[src/rtl/uart_pkg.sv]
// ---------------------------------------------------------------------------
// uart_pkg
// Shared definitions for the UART TX arbiter slice.
//   state_t          : arbiter FSM states (IDLE, XFER)
//   BYTE_W           : width of one UART byte
//   DEFAULT_TIMEOUT  : default stall limit in cycles for the optional
//                      stall timer (UART_TX_ARB_TIMEOUT_EN)
// ---------------------------------------------------------------------------
package uart_pkg;

    typedef enum logic {
        IDLE = 1'b0,
        XFER = 1'b1
    } state_t;

    localparam int BYTE_W          = 8;
    localparam int DEFAULT_TIMEOUT = 1023;

endpackage

[src/rtl/uart_tx_arbiter_rr_pick.sv]
// ---------------------------------------------------------------------------
// rr_pick
// Combinational round-robin picker. Selects the first asserted request at or
// after the pointer, searching upward and wrapping from N-1 back to 0.
// Ports:
//   req   [N-1:0]     in  : request vector
//   ptr   [PTR_W-1:0] in  : search start index (always < N)
//   pick  [N-1:0]     out : one-hot selected request, zero if none
//   any               out : at least one request is asserted
// ---------------------------------------------------------------------------
module rr_pick
    import uart_pkg::*;
#(
    parameter int N     = 4,
    parameter int PTR_W = $clog2(N)
) (
    input  logic [N-1:0]     req,
    input  logic [PTR_W-1:0] ptr,
    output logic [N-1:0]     pick,
    output logic             any
);

    localparam logic [PTR_W:0] N_W = (PTR_W + 1)'(N);

    // One extra bit on the slot index so ptr+k can be compared against N and
    // wrapped explicitly; this keeps non-power-of-two N correct.
    always_comb begin
        logic [PTR_W:0] slot;
        logic           found;
        pick  = '0;
        found = 1'b0;
        slot  = '0;
        for (int k = 0; k < N; k++) begin
            slot = {1'b0, ptr} + (PTR_W + 1)'(k);
            if (slot >= N_W) begin
                slot = slot - N_W;
            end
            if (!found && req[slot[PTR_W-1:0]]) begin
                pick[slot[PTR_W-1:0]] = 1'b1;
                found                 = 1'b1;
            end
        end
    end

    assign any = |req;

endmodule

[src/rtl/uart_tx_arbiter.sv]
// ---------------------------------------------------------------------------
// uart_tx_arbiter
// Round-robin arbiter sharing one UART byte transmitter among N_REQ packet
// sources. A requester is granted for a whole packet (until its 'last' byte
// is accepted) and its bytes pass through a registered one-entry output stage.
//
// Optional feature macro: UART_TX_ARB_TIMEOUT_EN
//   When defined, a granted requester that stalls (valid low) for TIMEOUT
//   cycles loses its grant and 'timeout' pulses for one cycle. When undefined
//   the grant is held until 'last' is accepted and 'timeout' is tied to 0.
//
// Ports:
//   clk                     in  : clock
//   rst                     in  : asynchronous reset, active low
//   req_valid [N_REQ-1:0]   in  : per-requester byte valid
//   req_data  [8*N_REQ-1:0] in  : byte of requester i in bits [8i+7:8i]
//   req_last  [N_REQ-1:0]   in  : byte is the last of its packet
//   req_ready [N_REQ-1:0]   out : byte of requester i accepted this cycle
//   tx_valid                out : output byte valid, stable until accepted
//   tx_data   [7:0]         out : output byte
//   tx_ready                in  : transmitter accepts tx_data
//   grant     [N_REQ-1:0]   out : registered one-hot grant, or zero
//   busy                    out : transfer in progress or byte buffered
//   timeout                 out : one-cycle pulse on stall-timer revoke
// ---------------------------------------------------------------------------
module uart_tx_arbiter
    import uart_pkg::*;
#(
    parameter int N_REQ   = 4,
    parameter int TIMEOUT = DEFAULT_TIMEOUT
) (
    input  logic                    clk,
    input  logic                    rst,
    input  logic [N_REQ-1:0]        req_valid,
    input  logic [BYTE_W*N_REQ-1:0] req_data,
    input  logic [N_REQ-1:0]        req_last,
    output logic [N_REQ-1:0]        req_ready,
    output logic                    tx_valid,
    output logic [BYTE_W-1:0]       tx_data,
    input  logic                    tx_ready,
    output logic [N_REQ-1:0]        grant,
    output logic                    busy,
    output logic                    timeout
);

    localparam int PTR_W = $clog2(N_REQ);

    state_t             state_q, state_d;
    logic [N_REQ-1:0]   grant_q, grant_d;
    logic [PTR_W-1:0]   rr_ptr_q, rr_ptr_d;
    logic               tx_valid_q, tx_valid_d;
    logic [BYTE_W-1:0]  tx_data_q, tx_data_d;

    logic [N_REQ-1:0]   pick;
    logic               pick_any;
    logic [PTR_W-1:0]   g_idx;
    logic [PTR_W-1:0]   next_ptr;
    logic [BYTE_W-1:0]  sel_byte;
    logic               accept;
    logic               last_acc;
    logic               expired;

    rr_pick #(
        .N     (N_REQ),
        .PTR_W (PTR_W)
    ) u_rr_pick (
        .req  (req_valid),
        .ptr  (rr_ptr_q),
        .pick (pick),
        .any  (pick_any)
    );

    // Decode the registered one-hot grant into an index and route that
    // requester's byte; both are don't-care while grant is zero.
    always_comb begin
        g_idx    = '0;
        sel_byte = '0;
        for (int i = 0; i < N_REQ; i++) begin
            if (grant_q[i]) begin
                g_idx    = PTR_W'(i);
                sel_byte = req_data[i*BYTE_W +: BYTE_W];
            end
        end
    end

    assign next_ptr = (g_idx == PTR_W'(N_REQ - 1)) ? '0 : g_idx + PTR_W'(1);

    // The stage can take a byte when empty or draining this cycle, which gives
    // back-to-back transfers without a bubble. grant is zero outside XFER.
    assign req_ready = grant_q & req_valid & {N_REQ{~tx_valid_q | tx_ready}};
    assign accept    = |req_ready;
    assign last_acc  = |(req_ready & req_last);

`ifdef UART_TX_ARB_TIMEOUT_EN
    localparam int               CNT_W     = $clog2(TIMEOUT + 1);
    localparam logic [CNT_W-1:0] CNT_LIMIT = CNT_W'(TIMEOUT);

    logic [CNT_W-1:0] stall_cnt_q, stall_cnt_d;
    logic             timeout_q;
    logic             stalled;

    assign stalled = ~|(grant_q & req_valid);
    assign expired = (state_q == XFER) && stalled && (stall_cnt_q == CNT_LIMIT);

    // Counts stalled cycles of the granted requester, saturating at the limit
    // so it never wraps back to a value that would hide the stall.
    always_comb begin
        stall_cnt_d = stall_cnt_q;
        if (state_q != XFER || accept) begin
            stall_cnt_d = '0;
        end else if (stalled && stall_cnt_q != CNT_LIMIT) begin
            stall_cnt_d = stall_cnt_q + CNT_W'(1);
        end
    end

    always_ff @(posedge clk or negedge rst) begin
        if (!rst) begin
            stall_cnt_q <= '0;
            timeout_q   <= 1'b0;
        end else begin
            stall_cnt_q <= stall_cnt_d;
            timeout_q   <= expired;
        end
    end

    assign timeout = timeout_q;
`else
    assign expired = 1'b0;
    assign timeout = 1'b0;
`endif

    // Next-state logic. The output stage is updated independently of the
    // FSM so a buffered last byte keeps draining after the grant is dropped.
    always_comb begin
        state_d    = state_q;
        grant_d    = grant_q;
        rr_ptr_d   = rr_ptr_q;
        tx_valid_d = tx_valid_q;
        tx_data_d  = tx_data_q;

        if (accept) begin
            tx_valid_d = 1'b1;
            tx_data_d  = sel_byte;
        end else if (tx_ready) begin
            tx_valid_d = 1'b0;
        end

        case (state_q)
            IDLE: begin
                if (pick_any) begin
                    grant_d = pick;
                    state_d = XFER;
                end
            end
            XFER: begin
                if (last_acc || expired) begin
                    grant_d  = '0;
                    rr_ptr_d = next_ptr;
                    state_d  = IDLE;
                end
            end
            default: begin
                grant_d = '0;
                state_d = IDLE;
            end
        endcase
    end

    always_ff @(posedge clk or negedge rst) begin
        if (!rst) begin
            state_q    <= IDLE;
            grant_q    <= '0;
            rr_ptr_q   <= '0;
            tx_valid_q <= 1'b0;
            tx_data_q  <= '0;
        end else begin
            state_q    <= state_d;
            grant_q    <= grant_d;
            rr_ptr_q   <= rr_ptr_d;
            tx_valid_q <= tx_valid_d;
            tx_data_q  <= tx_data_d;
        end
    end

    assign grant    = grant_q;
    assign tx_valid = tx_valid_q;
    assign tx_data  = tx_data_q;
    assign busy     = (state_q == XFER) | tx_valid_q;

endmodule

[config.mk]
export PLATFORM = sky130hd
export DESIGN_NAME = uart_tx_arbiter
export DESIGN_NICKNAME = d
export VERILOG_FILES = /design/src/rtl/uart_pkg.sv /design/src/rtl/uart_tx_arbiter_rr_pick.sv /design/src/rtl/uart_tx_arbiter.sv
export SDC_FILE = /design/constraint.sdc
export NUM_CORES = 1
export LEC_CHECK = 0
export ABC_CLOCK_PERIOD_IN_PS = 2200
export BUFFER_PORTS_ARGS = -buffer_cell sky130_fd_sc_hd__buf_2
export CORE_MARGIN = 2
export CORE_UTILIZATION = 30
export CTS_BUF_LIST = sky130_fd_sc_hd__clkbuf_4 sky130_fd_sc_hd__clkbuf_8
export DETAILED_ROUTE_END_ITERATION = 7
export GPL_TIMING_DRIVEN = 0
export PLACE_DENSITY = 0.59
export RECOVER_POWER = 25
export SYNTH_ARGS = -nofsm -noshare
export SYNTH_HDL_FRONTEND = slang
export SYNTH_HIERARCHICAL = 1
export SYNTH_SLANG_ARGS = --single-unit
[constraint.sdc]
create_clock -name clk -period 2.2 [get_ports clk]
set_input_delay 0.66 -clock clk [delete_from_list [all_inputs] [get_ports clk]]
set_output_delay 0.66 -clock clk [all_outputs]
set_load 0.02 [all_outputs]
==> results of run 1 <==
[critical path, stage by stage]
cell and delay (ns):
buf_2 0.09, nand2b_1 0.14, buf_6 0.13, and3_4 0.18, nor4_4 0.61, mux2_2 0.41
[worst max-delay path by stage]
stage               cells past startpoint   startpoint  slack (ns)          to
floorplan                               5     tx_ready        0.04  tx_data[0]
global placement                        6     tx_ready       -0.20  tx_data[0]
detailed placement                      6     tx_ready       -0.20  tx_data[5]
CTS                                     7  rr_ptr_q[1]        0.04    grant[3]
global route                            6     tx_ready       0.003  tx_data[5]
finish                                  6     tx_ready        0.10  tx_data[7]
[metal layers]
metal / vias up / global-route usage (%) / wire length (um)
li1: 623 / - / -
met1: 577 / 21.4 / 1510
met2: 69 / 25.6 / 1510
met3: 2 / 2.60 / 377
met4: 0 / 5.25 / 25
met5: - / 0 / 0
[area by class of cell]
class                      count  area [sq um]  area share, %
buffer                         7          37.5           2.20
clock buffer                   4          55.1           3.22
inverter                       8          30.0           1.76
multi-input combinational    100           798           46.7
sequential                    16           403           23.6
tap                           50          62.6           3.66
timing repair buffer          63           322           18.8
[cell families (layout without fill, tap and decap cells)]
logic type / Yosys count / after routing / share of synthesized area [%]
AOI/OAI and AO/OA: 30 / 30 / 18.3
adders and majority gates: 6 / 6 / 5.99
buffers and inverters: 15 / 82 / 5.39
DFF: 16 / 16 / 31.9
muxes: 14 / 14 / 16.5
other: 1 / 1 / 0.299
and+or+nand+nor: 49 / 49 / 21.7
[sequential cells by signal, summed over array words and instances, names as in the netlist]
signal and cells:
tx_valid 1, rr_ptr_q 2, tx_data 8, state_q 1, grant 4
[metrics by stage]
step | total power (W) | util (%)
2_1_floorplan | 0.00155 | -
3_3_place_gp | 0.00194 | 40.4
3_5_place_dp | 0.00194 | 40.4
4_1_cts | 0.00223 | 42.2
5_1_grt | 0.00246 | 42.7
6_report | 0.00225 | 42.7
[power by group through the flow]
stage	logic, W	registers [W]	clock network (W)
after CTS	0.00144	0.000529	0.000262
final	0.00147	0.000522	0.000252
after floorplan	0.000934	0.000618	0
after global routing	0.00164	0.000539	0.000278
after detailed placement	0.00138	0.000554	0
after global placement	0.00139	0.000553	0
[cells in the final DEF, fill, tap and decap left out, drive strengths merged]
cell type	n
a21oi	1
a221o	4
a221oi	8
a41oi	1
and3	4
buf	65
clkbuf	9
conb	1
dfrtp	16
ha	6
inv	8
mux2	10
mux4	4
nand2	22
nand2b	1
nand4	4
nor2	12
nor2b	1
nor3b	1
nor4	1
nor4b	1
o21ai	4
o22ai	4
o31ai	8
or2	1
or4	1
[what timing repair did]
action / CTS / global route
setup endpoints to repair: 4 / 4
setup buffers: 2 / 1
endpoints found under the hold margin: 0 / 0
resized for setup: 2 / 1
pin swaps: 0 / 2
==> impl_metrics.tcl, run 1 <==
set metrics [dict create \
    dr.pass1.iters 4 \
    cts_root_buf "clkbuf_8" \
    hpwl_um 2680 \
    dpl_cell_area_sq_um 1620 \
    viasPerCell 5.13 \
    drc 0 \
    period_share_pct 95.3 \
    syn2layout_area_growth_pct 36.2 \
    min_from "tx_data[3]" \
    fp.dieArea_sq_um 4710 \
    ys.flop_type "dfrtp_1" \
    fin_cells 248 \
    cts_buffer_depth 2 \
    setup.worst_path.end_class "flip-flop" \
    p_sw_share_pct 44.6 \
    first_iter_violations 63 \
    dp.cells 241 \
    ant_nets 0 \
    die_w_um 68.6 \
    fin_crit_ns 2.10 \
    relSlewSlack_pct 42.1 \
    reg2reg_depth 7 \
    synthArstFlopShare_pct 100 \
    startpoint_type "input pin" \
    yosys.area.top_type "dfrtp_1" \
    die_h_um 68.6 \
    syn_area_per_cell_sq_um 9.57 \
    yosysMostFrequentCell "nand2_1" \
    hold-path-cell-count 1 \
    power.internal_w 0.00125 \
    tightest_slew_ns 0.868 \
    regToRegSetupSlack_ns 0.15 \
    setup_ws_ns 0.104 \
    syn_inst 131 \
    fmax_mhz 477 \
    detail_route.wl_per_cell_um 13.8 \
    post-place-ws_ns -0.199 \
    synth.distinct_cells 31 \
    netlist_area_sq_um 1250 \
    fill_cells 410 \
    grt_pass1_vias 1219 \
    post_route_cells_drive_above_1_share_pct 44.9 \
    rr_endpoint "grant[1]" \
    crit_required_ns 2.33 \
    synth_seq_cells 16 \
    core_area_sq_um 4000 \
    io_pins 62 \
    grt_max_degree 17 \
    vias 1271 \
    finalMaxSlewViolations 0 \
    h-tree-depth 1 \
    combPwrFrac_pct 65.6 \
    hold_path_end "tx_data[3]" \
    cts_tree "built" \
    ir_worst_vdd_mv 0.494 \
    drv_cap 0 \
    grt_remaining_overflow 0 \
    io_buffers 60 \
    ctsHoldBuffers 0 \
    final.setup_skew_ns 0.000540 \
    antenna_cells 0 \
    crit_path_max_fanout 9 \
    fin_nets 248 \
    rows 23 \
    finalWirelength_um 3420 \
    power_density_nw_per_um2 1320 \
    ys_warn_count 6 \
    power.static_leakage_nw 0.822 \
    synth_edf_count 0 \
    grt_setup_unrepaired "false" \
    rr_startpoint "rr_ptr_q[1]" \
    synth_commonest_cells "nand2_1 (22), dfrtp_1 (16), nor2_1 (12), mux2_2 (9)" \
    clk_latency_ns 0.24 \
    ys_seq_area_share_pct 31.9 \
    design_area_sq_um 1710 \
    synth_area_leaders "dfrtp_1 (32%), mux2_2 (8.1%), nand2_1 (6.6%)" \
    hold_ws_ns 0.485 \
    seq_power_share_pct 23.2 \
    hold_viol_final 0 \
    cts-buffers-inserted 3 \
    cts.sinks 16 \
    status "completed" \
    switchingPower_w 0.00100 \
    grt_pass1_wl_um 5600 \
    clkPwrFrac_pct 11.2 \
    track_usage_pct 15.8 \
    setup_tns_ns 0 \
    synth_top_area_share_pct 31.9 \
    clk_pin_slew_worst_paths_ns 0.06 \
    crit_type "in2reg" \
    setup_viol 0 \
    syn_nets 180 \
    place_congestion 0.850 \
    antenna_found_initial 0 \
    cp_data_arrival_time_ns 2.22 \
    start_util_pct 31.3 \
    min_path_type "reg2reg" \
]
Note: power is estimated with default switching activity, not from simulation.
==> run 2: changes to the inputs <==
--- a/config.mk
+++ b/config.mk
@@ -12,9 +12,9 @@
 export CTS_BUF_LIST = sky130_fd_sc_hd__clkbuf_4 sky130_fd_sc_hd__clkbuf_8
 export DETAILED_ROUTE_END_ITERATION = 7
 export GPL_TIMING_DRIVEN = 0
-export PLACE_DENSITY = 0.59
+export PLACE_DENSITY = 0.58
 export RECOVER_POWER = 25
+export SKIP_LAST_GASP = 1
 export SYNTH_ARGS = -nofsm -noshare
 export SYNTH_HDL_FRONTEND = slang
-export SYNTH_HIERARCHICAL = 1
 export SYNTH_SLANG_ARGS = --single-unit
==> run 2 against run 1 <==
  * Setup slack worse by 0.032 ns
  * Count of clock-buffer cells in the layout did not move
  * Largest power group unchanged
  * Highest routed layer unchanged
  * Die area up 9.0%
  * Sequential cell count is the same
  * Synthesized cell count up 26%
  * Clock skew rose by 0.00072 ns
  * Sequential power grew 3%
  * Core utilization down 0.23 points
  * First-iteration DRC count rose by 37%
  * Via count grew 17%
==> impl_metrics.tcl, run 2 <==
set metrics [dict create \
    status "completed" \
    fill_cells 431 \
    cts_buffer_depth 2 \
    crit_type "reg2reg" \
    ant_nets 0 \
    post-place-ws_ns -0.176 \
    synth_commonest_cells "a21oi_1 (18), dfrtp_1 (16), nand2_1 (15), nor2_1 (15), o21ai_0 (12)" \
    ys_warn_count 0 \
    dr.pass1.iters 4 \
    synthArstFlopShare_pct 100 \
    critical-path-max-stage-delay_ns 0.44 \
    period_share_pct 96.7 \
    antenna_found_initial 0 \
    cts_tree "built" \
    io_pins 62 \
    power.static_leakage_nw 0.857 \
    multi_input_area_sq_um 927 \
    rows 24 \
    setup_viol 0 \
    crit_chain "buf_8 -> inv_4 -> ha_1 -> buf_4 -> and4_4 -> o311a_4 -> a221o_1" \
    syn_area_per_cell_sq_um 8.33 \
    grt_setup_unrepaired "false" \
    crit_family "compound AO/OA/AOI/OAI gates" \
    clk_pin_slew_worst_paths_ns 0.06 \
    die_h_um 71.7 \
    startpoint_type "flip-flop" \
    post_route_cells_drive_above_1_share_pct 40.0 \
    place_congestion 0.742 \
    hold_viol_final 0 \
    ir_worst_vdd_mv 0.516 \
    final.setup_skew_ns 0.00126 \
    netlist_area_sq_um 1370 \
    yosysMostFrequentCell "a21oi_1" \
    drv_cap 0 \
    h-tree-depth 1 \
    synth.distinct_cells 40 \
    cp_data_arrival_time_ns 2.26 \
    tightest_slew_ns 0.903 \
    fin_nets 281 \
    finalMaxSlewViolations 0 \
    syn_inst 165 \
    min_path_type "reg2reg" \
    hold_ws_ns 0.472 \
    die_w_um 71.7 \
    fmax_mhz 470 \
    hpwl_um 3000 \
    critPathBufInv 3 \
    final_common_cell "buf_2" \
    cts_root_buf "clkbuf_8" \
    setup.worst_path.end_class "flip-flop" \
    setup_tns_ns 0 \
    seq_area_sq_um 403 \
    first_iter_violations 86 \
    fin_crit_ns 2.13 \
    grt_max_degree 17 \
    crit_path_max_fanout 10 \
    grt_pass1_vias 1273 \
    viasPerCell 5.27 \
    cpMaxStageDelayCell "dfrtp_2" \
    grt_pass1_wl_um 6000 \
    synth_top_area_share_pct 29.1 \
    dp.cells 277 \
    io_buffers 60 \
    vias 1485 \
    fin_cells 282 \
    ys_seq_area_share_pct 29.1 \
    start_util_pct 31.3 \
    detail_route.wl_per_cell_um 13.8 \
    crit_required_ns 2.33 \
    syn2layout_area_growth_pct 35.5 \
    antenna_cells 0 \
    cts-buffers-inserted 3 \
    power_density_nw_per_um2 1320 \
    synth_area_leaders "dfrtp_1 (29%), a21oi_1 (6.6%), ha_1 (6.4%)" \
    syn_nets 215 \
    setup_ws_ns 0.0724 \
    clk_latency_ns 0.24 \
    finalWirelength_um 3910 \
    largest_reg_flops 8 \
    ys.flop_type "dfrtp_1" \
    synth_edf_count 0 \
    relSlewSlack_pct 39.8 \
    grt_remaining_overflow 0 \
    final_cell_mix "buf_2 (62), a21oi_1 (18), nor2_1 (15), nand2_1 (15), dfrtp_1 (14)" \
    cts.sinks 16 \
    core_area_sq_um 4380 \
    synth_seq_cells 16 \
    yosys.area.top_type "dfrtp_1" \
    track_usage_pct 14.4 \
    drc 0 \
    fp.dieArea_sq_um 5140 \
]
==> run 2: layout make-up <==
| type | instances | area share, % |
|---|---|---|
| multi-input combinational | 131 | 49.8 |
| sequential | 16 | 21.6 |
| timing repair buffer | 61 | 16.5 |
| buffer | 13 | 4.50 |
| tap | 52 | 3.49 |
| clock buffer | 4 | 2.96 |
| inverter | 5 | 1.14 |
==> run 2: tightest hold or removal path, delay by kind of cell, from the launching register on <==
family | cells | cell delay, ns
AO/OA/AOI/OAI | 1 | 0.06
flip-flops | 1 | 0.34
AND/OR/NAND/NOR | 1 | 0.04
==> run 2: per-layer routing <==
| metal | global-route usage [%] | routed length [um] |
|---|---|---|
| met5 | 0 | 0 |
| met4 | 2.52 | 32 |
| met3 | 1.83 | 170 |
| met2 | 24.8 | 1960 |
| met1 | 19.5 | 1740 |
==> run 2: timing repair <==
action | in CTS | in global routing
hold buffers | 0 | 0
endpoints found under the setup margin | 4 | 4
endpoints found under the hold margin | 0 | 0
setup buffers | 1 | 0
pin swaps | 0 | 0
resized for setup | 2 | 13
==> run 2: cells by family (layout without fill, tap and decap cells) <==
| group | count (synthesis) | after routing | share of synthesized area [%] |
|---|---|---|---|
| simple gates | 64 | 64 | 25.2 |
| compound gates | 50 | 50 | 23.2 |
| buf+inv | 18 | 83 | 7.01 |
| flops | 16 | 16 | 29.1 |
| mux | 9 | 9 | 8.74 |
| fa+ha+maj | 7 | 7 | 6.37 |
| other cells | 1 | 1 | 0.273 |
==> run 2: worst paths after layout <==
check | from | endpoint | slack [ns] | cells after the start
min | tx_data[2] | tx_data[2] | 0.47 | 2
min in group asynchronous | rst | tx_data[2] | 0.51 | 1
max in group asynchronous | rst | rr_ptr_q[0] | 1.07 | 1
max reg2reg | rr_ptr_q[0] | grant[1] | 0.07 | 7
min reg2reg | tx_data[2] | tx_data[2] | 0.47 | 2
max | rr_ptr_q[0] | grant[1] | 0.07 | 7
==> run 2: per-stage QoR <==
stage	area (sq um)	power, W	utilization [%]
6_report	1860	0.00246	42.5
2_1_floorplan	1370	0.00165	-
3_3_place_gp	1740	0.00206	39.7
3_5_place_dp	1740	0.00206	39.7
5_1_grt	1860	0.00267	42.5
4_1_cts	1800	0.00235	41.2
==> run 2: power by group <==
group / total (W) / switching (W) / internal, W
logic: 0.00167 / 0.000970 / 0.000697
clock network: 0.000259 / 0.000100 / 0.000158
registers: 0.000539 / 0.000116 / 0.000423
